## config.mk

```make
export PLATFORM = sky130hd
export DESIGN_NAME = seg_scan_decoder
export DESIGN_NICKNAME = d
export VERILOG_FILES = /design/src/rtl/seg_scan_decoder.sv
export SDC_FILE = /design/constraint.sdc
export NUM_CORES = 1
export LEC_CHECK = 0
export CAP_MARGIN = 20
export CORE_ASPECT_RATIO = 0.9
export CORE_MARGIN = 10
export CORE_UTILIZATION = 56
export CTS_BUF_LIST = sky130_fd_sc_hd__clkbuf_16
export DETAILED_ROUTE_END_ITERATION = 8
export MAX_ROUTING_LAYER = met4
export PLACE_DENSITY = 0.78
export SLEW_MARGIN = 20
export SYNTH_ARGS = -nofsm -noshare
export SYNTH_HDL_FRONTEND = slang
export SYNTH_SLANG_ARGS = --single-unit
```

## constraint.sdc

```tcl
create_clock -name clk -period 5.3 [get_ports clk]
set_input_delay 1.06 -clock clk [delete_from_list [all_inputs] [get_ports clk]]
set_output_delay 1.06 -clock clk [all_outputs]
set_load 0.1 [all_outputs]
```

## src/rtl/seg_scan_decoder.sv

```systemverilog
`default_nettype none
// ============================================================================
// Module   : seg_scan_decoder
// Purpose  : Snoops the multiplexed 8-digit 7-segment scan bus, decodes each
//            segment pattern back to BCD, reassembles the HH:MM:SS frame and
//            publishes it with a one-cycle strobe and a lock indicator.
// Ports    : clk, rst (async, active-high)
//            seg_com[7:0]  active-low digit select (bit7 = h_ten ... bit2 =
//                          s_one, bit1/bit0 = blank digits)
//            seg_data[7:0] active-high segments a..g,dp (bit7..bit0)
//            h_ten..s_one  last published BCD digits
//            new_time      strobe, digit outputs just updated
//            locked        level, tracking a good scan
//            code_err, com_err, seq_err  one-cycle error strobes
// Options  : SEG_DECODE_RANGE_CHECK_EN - reject frames whose time is not a
//            legal 24-hour clock value before publishing.
// Revision : 1.0 - initial release
// ============================================================================
module seg_scan_decoder #(
    parameter int TIMEOUT = 16,     // idle cycles before lock is dropped, 2..255
    parameter bit DP_MASK = 1'b1    // 1: ignore dp bit, 0: dp set is invalid
) (
    input  logic       clk,
    input  logic       rst,
    input  logic [7:0] seg_com,
    input  logic [7:0] seg_data,
    output logic [3:0] h_ten,
    output logic [3:0] h_one,
    output logic [3:0] m_ten,
    output logic [3:0] m_one,
    output logic [3:0] s_ten,
    output logic [3:0] s_one,
    output logic       new_time,
    output logic       locked,
    output logic       code_err,
    output logic       com_err,
    output logic       seq_err
);

    localparam logic [1:0] S_SYNC    = 2'd0;
    localparam logic [1:0] S_COLLECT = 2'd1;
    localparam logic [1:0] S_PUBLISH = 2'd2;

    localparam logic [7:0] c_TIMEOUT = 8'(TIMEOUT);
    localparam logic [2:0] c_LAST    = 3'd5;   // position of s_one

    // ------------------------------------------------------------------
    // Registers
    // ------------------------------------------------------------------
    logic [7:0] com_q,  data_q;
    logic [1:0] state_q, state_d;
    logic [2:0] exp_q,   exp_d;
    logic [7:0] idle_q,  idle_d;
    logic [3:0] shadow_q [6];
    logic [3:0] shadow_d [6];
    logic [3:0] out_q    [6];
    logic [3:0] out_d    [6];
    logic       new_time_q, new_time_d;
    logic       locked_q,   locked_d;
    logic       code_err_q, code_err_d;
    logic       com_err_q,  com_err_d;
    logic       seq_err_q,  seq_err_d;

    // ------------------------------------------------------------------
    // Slot classification of the registered digit select
    // ------------------------------------------------------------------
    logic [3:0] w_nlow;
    logic [2:0] w_pos;
    logic       w_idle, w_multi, w_active, w_time_slot;

    always_comb begin
        w_nlow = 4'd0;
        w_pos  = 3'd0;
        // Position 0 is bit7 (h_ten), position 7 is bit0 (blank7).
        for (int i = 0; i < 8; i++) begin
            if (!com_q[7-i]) begin
                w_nlow = w_nlow + 4'd1;
                w_pos  = 3'(i);
            end
        end
        w_idle      = (com_q == 8'hFF);
        w_multi     = (w_nlow > 4'd1);
        w_active    = (w_nlow == 4'd1);
        w_time_slot = w_active && (w_pos < 3'd6);
    end

    // ------------------------------------------------------------------
    // Segment pattern -> BCD
    // ------------------------------------------------------------------
    logic [7:0] w_pat;
    logic       w_valid;
    logic [3:0] w_bcd;

    always_comb begin
        // With DP_MASK clear, a lit dp never matches the table below.
        w_pat   = DP_MASK ? {data_q[7:1], 1'b0} : data_q;
        w_valid = 1'b1;
        w_bcd   = 4'd0;
        case (w_pat)
            8'hFC:   w_bcd = 4'd0;
            8'h60:   w_bcd = 4'd1;
            8'hDA:   w_bcd = 4'd2;
            8'hF2:   w_bcd = 4'd3;
            8'h66:   w_bcd = 4'd4;
            8'hB6:   w_bcd = 4'd5;
            8'hBE:   w_bcd = 4'd6;
            8'hE0:   w_bcd = 4'd7;
            8'hFE:   w_bcd = 4'd8;
            8'hF6:   w_bcd = 4'd9;
            default: w_valid = 1'b0;
        endcase
    end

    // ------------------------------------------------------------------
    // Legal-time check of the frame about to be published. s_one needs no
    // check, so only the already-stored shadow digits are inspected.
    // ------------------------------------------------------------------
    logic w_range_ok;

    always_comb begin
`ifdef SEG_DECODE_RANGE_CHECK_EN
        w_range_ok = ((shadow_q[0] < 4'd2) ||
                      ((shadow_q[0] == 4'd2) && (shadow_q[1] <= 4'd3))) &&
                     (shadow_q[2] <= 4'd5) &&
                     (shadow_q[4] <= 4'd5);
`else
        w_range_ok = 1'b1;
`endif
    end

    // ------------------------------------------------------------------
    // Frame FSM, idle counter and strobes
    // ------------------------------------------------------------------
    always_comb begin
        state_d    = state_q;
        exp_d      = exp_q;
        idle_d     = idle_q;
        shadow_d   = shadow_q;
        out_d      = out_q;
        new_time_d = 1'b0;
        locked_d   = locked_q;
        code_err_d = 1'b0;
        com_err_d  = 1'b0;
        seq_err_d  = 1'b0;

        // PUBLISH lasts one cycle; its slot is handled below as in SYNC.
        if (state_q == S_PUBLISH) begin
            state_d = S_SYNC;
        end

        if (w_idle) begin
            if (idle_q < c_TIMEOUT) begin
                idle_d = idle_q + 8'd1;
            end
        end else if (w_active) begin
            idle_d = 8'd0;
        end

        if (w_multi) begin
            com_err_d = 1'b1;
            locked_d  = 1'b0;
            state_d   = S_SYNC;
        end else if (w_idle && (idle_q == c_TIMEOUT - 8'd1)) begin
            locked_d = 1'b0;
            state_d  = S_SYNC;
        end else if (w_time_slot) begin
            if (state_q == S_COLLECT) begin
                if (w_pos == exp_q) begin
                    if (w_valid) begin
                        shadow_d[w_pos] = w_bcd;
                        exp_d           = exp_q + 3'd1;
                        if (exp_q == c_LAST) begin
                            // Outputs load on the edge entering PUBLISH so
                            // new_time and the new digits appear together.
                            if (w_range_ok) begin
                                for (int i = 0; i < 5; i++) begin
                                    out_d[i] = shadow_q[i];
                                end
                                out_d[5]   = w_bcd;
                                new_time_d = 1'b1;
                                locked_d   = 1'b1;
                                state_d    = S_PUBLISH;
                            end else begin
                                code_err_d = 1'b1;
                                locked_d   = 1'b0;
                                state_d    = S_SYNC;
                            end
                        end
                    end else begin
                        code_err_d = 1'b1;
                        locked_d   = 1'b0;
                        state_d    = S_SYNC;
                    end
                end else begin
                    seq_err_d = 1'b1;
                    locked_d  = 1'b0;
                    if ((w_pos == 3'd0) && w_valid) begin
                        shadow_d[0] = w_bcd;
                        exp_d       = 3'd1;
                        state_d     = S_COLLECT;
                    end else begin
                        state_d = S_SYNC;
                    end
                end
            end else if ((w_pos == 3'd0) && w_valid) begin
                shadow_d[0] = w_bcd;
                exp_d       = 3'd1;
                state_d     = S_COLLECT;
            end
        end
    end

    always_ff @(posedge clk or posedge rst) begin
        if (rst) begin
            com_q      <= 8'hFF;
            data_q     <= 8'h00;
            state_q    <= S_SYNC;
            exp_q      <= 3'd0;
            idle_q     <= 8'd0;
            for (int i = 0; i < 6; i++) begin
                shadow_q[i] <= 4'd0;
                out_q[i]    <= 4'd0;
            end
            new_time_q <= 1'b0;
            locked_q   <= 1'b0;
            code_err_q <= 1'b0;
            com_err_q  <= 1'b0;
            seq_err_q  <= 1'b0;
        end else begin
            com_q      <= seg_com;
            data_q     <= seg_data;
            state_q    <= state_d;
            exp_q      <= exp_d;
            idle_q     <= idle_d;
            shadow_q   <= shadow_d;
            out_q      <= out_d;
            new_time_q <= new_time_d;
            locked_q   <= locked_d;
            code_err_q <= code_err_d;
            com_err_q  <= com_err_d;
            seq_err_q  <= seq_err_d;
        end
    end

    assign h_ten    = out_q[0];
    assign h_one    = out_q[1];
    assign m_ten    = out_q[2];
    assign m_one    = out_q[3];
    assign s_ten    = out_q[4];
    assign s_one    = out_q[5];
    assign new_time = new_time_q;
    assign locked   = locked_q;
    assign code_err = code_err_q;
    assign com_err  = com_err_q;
    assign seq_err  = seq_err_q;

endmodule
`default_nettype wire
```

After elaboration in Yosys (flattened, before gate mapping)

Cells that the tools add are included.

Register bits after elaboration: 82
Latch bits: 0
RAM bits: 0
Bits in read-only memories: 0
Input bits: 18
Output and inout port bits: 29
Memories: 0

Add/subtract/negate cells: 9
Multiply operators: 0
Divide/modulo/power cells: 0
Order comparisons: 5
Eq/ne operators: 20
Shift operators: 0
Mux-type cells: 67
Bitwise logic cells: 3
Reductions and logical operators: 14

Operators by type and width:

| cell                | number |
|---|---|
| $eq 7x7->1 const B  | 8 |
| $mux 4              | 11 |
| $pmux 4 s9          | 1 |
| $mux 1              | 30 |
| $add 4x1->4 const B | 7 |
| $bwmux 24           | 1 |
| $mux 24             | 1 |
| $mux 3              | 8 |
| $mux 8              | 3 |
| $mux 2              | 11 |
| $eq 7x6->1 const B  | 2 |
| $demux 4 s3         | 1 |
| $reduce_or 10->1    | 1 |
| $add 8x1->8 const B | 1 |
| $eq 8x4->1 const B  | 1 |
| $eq 8x8->1 const B  | 1 |
| $lt 8x5->1 const B  | 1 |
| $reduce_and 7->1    | 1 |
| $reduce_and 6->1    | 1 |
| $reduce_bool 3->1   | 2 |
| $ne 5x4->1 const B  | 1 |
| $eq 4x1->1 const B  | 1 |
| $ge 4x4->1 const B  | 1 |
| $gt 4x1->1 const B  | 1 |
| 17 further kinds    | 21 |

Logic depth before layout (Yosys ltp)

Depth in word-level cells: 20
Depth in mapped cells: 24

Worst setup path after synthesis

No wires, ideal clock.

Path type: register -> register
From: register com_q[6]
To: register shadow_q[4] in the netlist's numbering
Data arrival time: 4744 ps
Slack: 431 ps
Stages on the path, launching flop included: 23
Buffers on the path: 1
Cells stage by stage: dfstp_2 inv_1 ha_1 xnor2_1 ha_1 nor2b_1 a211o_1 nand2_1 xor2_1 a21oi_1 mux2_2 ha_1 nand2_1 o21ai_0 ha_1 nor2_1 nand3_1 a21boi_1 or2_4 inv_4 or4_4 buf_6 mux2_4

Cells in the longest elaborated chain, start to end: 16
Elaborated cells between the ends (all ways): 37
Classes of those cells: add/sub: 6; order compare: 4; eq/ne: 3; mux: 17; bitwise: 3; reduce/logical: 4

RTL lines:

| what                                                                   | RTL line | text |
|---|---|---|
| start, declared                                                        | 50       | `logic [7:0] com_q, data_q;` |
| start signal, assigned                                                 | 230      | `com_q <= seg_com;` |
| $mux 4                                                                 | 76       | `if (!com_q[7-i]) begin` |
| $add 4x1->4                                                            | 77       | `w_nlow = w_nlow + 4'd1;` |
| $mux 4                                                                 | 76       |  |
| $add 4x1->4                                                            | 77       |  |
| $mux 4                                                                 | 76       |  |
| $add 4x1->4                                                            | 77       |  |
| $mux 4                                                                 | 76       |  |
| $add 4x1->4                                                            | 77       |  |
| $mux 4                                                                 | 76       |  |
| $add 4x1->4                                                            | 77       |  |
| $mux 4                                                                 | 76       |  |
| $add 4x1->4                                                            | 77       |  |
| $mux 4                                                                 | 76       |  |
| $gt 4x1->1 / $eq 4x1->1 (equally long branches)                        | 82, 83   |  |
| $not 1->1 (no source line) / $logic_and 1x1->1 (equally long branches) | n/a      |  |
| $reduce_and 6->1 (no source line)                                      | n/a      |  |
| end signal, assigned                                                   | 235      | `shadow_q <= shadow_d;` |
| end, declared                                                          | 54       | `logic [3:0] shadow_q [6];` |

Several ways; a longest one is shown, not always the timed one.
A chain may end at the register's enable or synchronous reset.

Worst setup path after layout

From: register com_q[6]
To: register shadow_q[5] in the netlist's numbering

Same word-level chain as after synthesis.

==> results.ini <==
[power]
p_leak_nw=2.17
ir_worst_vdd_mv=0.213
power.density_nw_per_um2=318
total_power_mw=1.52

[synth]
synth_edf_count=0
yosysWarnings=0
postSynth.asyncResetShare_pct=100
synth-main-ff-cell=dfrtp_1
synthesis.nets=364
ys_seq_elements=77
ys_seq_area_share_pct=49.7
synthCells=334
yosysUniqueCellTypes=65
syn_area_um2=3900
avgSynthCellArea_um2=11.7

[clock_tree]
clock_sinks=77
clk_pin_slew_ns=0.06
cts_tree=yes
cts_hold_buf=0
clk_latency_ns=0.33
htree_levels=3
cts_resized=0
clockRootBuffer=clkbuf_16
cts_made_buffers=9
cts_setup_buffers=0
clockBufferDepth=2

[timing]
finalSetupViolations=0
maxSlewHeadroom_pct=25.6
hold_violations=0
finalSetupTns_ns=0
final_max_slew_viol_count=0
period_share_pct=94.3
post-route-min-period_ns=5.00
finClkSkew_ns=0.00420
timing.fmax_mhz=200
rsz0062_at_grt=no
worstMarginPinSlew_ns=1.11

[global_route]
grt_max_degree=78
grt_pass1_vias=2695
grt_pass1_wl_mm=13.4
grt_usage_pct=16.0
antenna_found_initial=0
grt_overflow=0

[cells_and_area]
final_nets=414
fin_util_pct=71.9
final_common_cell=dfrtp_1
synthToLayoutAreaGrowth_pct=22.9
fin_area_um2=4790
stdcell_count=479
most-common-layout-cells=69 x dfrtp_1, 45 x clkdlybuf4s50_1, 37 x mux2_2
num_antenna_cells=0
drive_gt1_share_pct=22.6

[setup_path]
slowest_stage=or4_4
cp.arrival_ns=5.21
slowest_delay_ns=0.60
end_kind=register
crit_required_ns=5.51
path_max_fanout=9
rrSetupSlack_ns=0.30
start_kind=register
cp_cell_sequence=inv_1, ha_4, xnor2_2, ha_1, nor2b_1, a211o_1, nand2_1, xor2_1, a21oi_1, mux2_2, ha_1, nand2_1, o21ai_0, ha_1, nor2_1, nand2_1, nor3_2, or2_4, inv_4, or4_4, mux2_4
critPathKind=reg -> reg

[route]
antenna_left=0
wirelength_mm=7.93
drtPass1Iterations=4
viasPerCell=5.58
drc=0
vias=2674
wl_per_cell_um=16.6
drt_iter0_drc=116

[placement]
hpwlAfterDp_mm=5.80
place.gp.congestion=0.926
placed_area_um2=4440
dp.cells=463
port-buffer-count=45

[die]
rows=28
die_w_um=108
start_util_pct=58.5
die_area_um2=10700
core_um2=6660
die_h_um=99.1
ioPinCount=47

[hold_path]
hold_class=reg -> reg

[run_status]
run_status=finished, final reports clean

[job]
drv_cap=0

## final timing paths
kind | start | to | cells after the start
max | com_q[6]$_DFF_PP1_ | shadow_q[5]$_DFFE_PP0P_ | 21
max in group asynchronous | rst | shadow_q[12]$_DFFE_PP0P_ | 3
min reg2reg | m_ten[3]$_DFFE_PP0P_ | m_ten[3]$_DFFE_PP0P_ | 1
min in group asynchronous | rst | h_one[1]$_DFFE_PP0P_ | 3
min | m_ten[3]$_DFFE_PP0P_ | m_ten[3]$_DFFE_PP0P_ | 1
max reg2reg | com_q[6]$_DFF_PP1_ | shadow_q[5]$_DFFE_PP0P_ | 21
## Yosys cell counts, drive strengths merged, types with 3 or more instances
library cell	count	area, µm²
xor2	4	35.0
ha	12	150
inv	12	47.6
or3	3	18.8
a21oi	7	35.0
nand3b	3	22.5
xnor2	11	104
o2111ai	3	26.3
mux2	44	510
nor4	4	40.0
nor2b	16	108
dfstp	8	210
o21ai	16	80.1
nor3	6	35.0
nand4	4	25.0
or2	6	40.0
nand2b	5	31.3
a22o	3	26.3
nand2	28	105
dfrtp	69	1730
o211ai	4	30.0
clkbuf	3	11.3
buf	6	42.5
nor2	15	56.3
o22ai	3	18.8
nand3	8	40.0
## metrics by stage
stage,setup slack [ns],hold slack (ns)
floorplan,0.431,0.452
global placement,0.189,0.469
detailed placement,0.0548,0.475
CTS,0.0412,0.502
global route,0.00953,0.519
finish,0.304,0.499
## layout make-up
cell class | instances | area (µm²)
fill | 482 | 1870
inverter | 12 | 47.5
sequential | 77 | 1940
clock buffer | 9 | 225
timing repair buffer | 48 | 485
tap | 90 | 113
multi-input combinational | 236 | 1890
clock inverter | 7 | 90.1
## logic make-up (layout without fill, tap and decap cells)
kind of cell	count (synthesis)	in the layout	share of synthesized area [%]
AOI/OAI and AO/OA	51	51	8.74
xor gates and xnor gates	18	18	5.39
adders and majority gates	12	12	3.85
buffers and inverters	21	76	2.60
DFF	77	77	49.7
muxes	45	45	13.7
and+or+nand+nor	110	110	16.0
## flip-flops by register name, indices dropped and copies added (netlist names), 2 cells and up
name      flops
shadow_q     20
idle_q        8
data_q        7
state_q       2
m_ten         4
exp_q         3
m_one         4
s_ten         4
h_one         4
h_ten         4
s_one         4
com_q         8
## where the power goes
group          internal, mW  total, mW  switching, mW  leakage [nW]
clock                 0.409      0.639          0.229         0.154
sequential            0.601      0.614         0.0130          1.03
combinational         0.109      0.270          0.161         0.990
## routing by layer
| metal | GRT usage, % | share of wire [%] | vias up |
|---|---|---|---|
| met1 | 21.1 | 47 | 1291 |
| met2 | 23.4 | 46 | 81 |
| met4 | 4.31 | 1.0 | 0 |
| met5 | - | 0 | - |
| li1 | - | - | 1296 |
| met3 | 4.71 | 6.1 | 6 |
## worst max-delay path: cells and delay by family (launching register included)
family	cells	cell delay, ns
compound gates	3	0.50
xor+xnor	2	0.35
fa+ha+maj	4	1.14
buf+inv	2	0.14
flops	1	0.55
mux	2	0.62
simple gates	8	1.57
No activity file was read; power rests on OpenSTA's default activity.
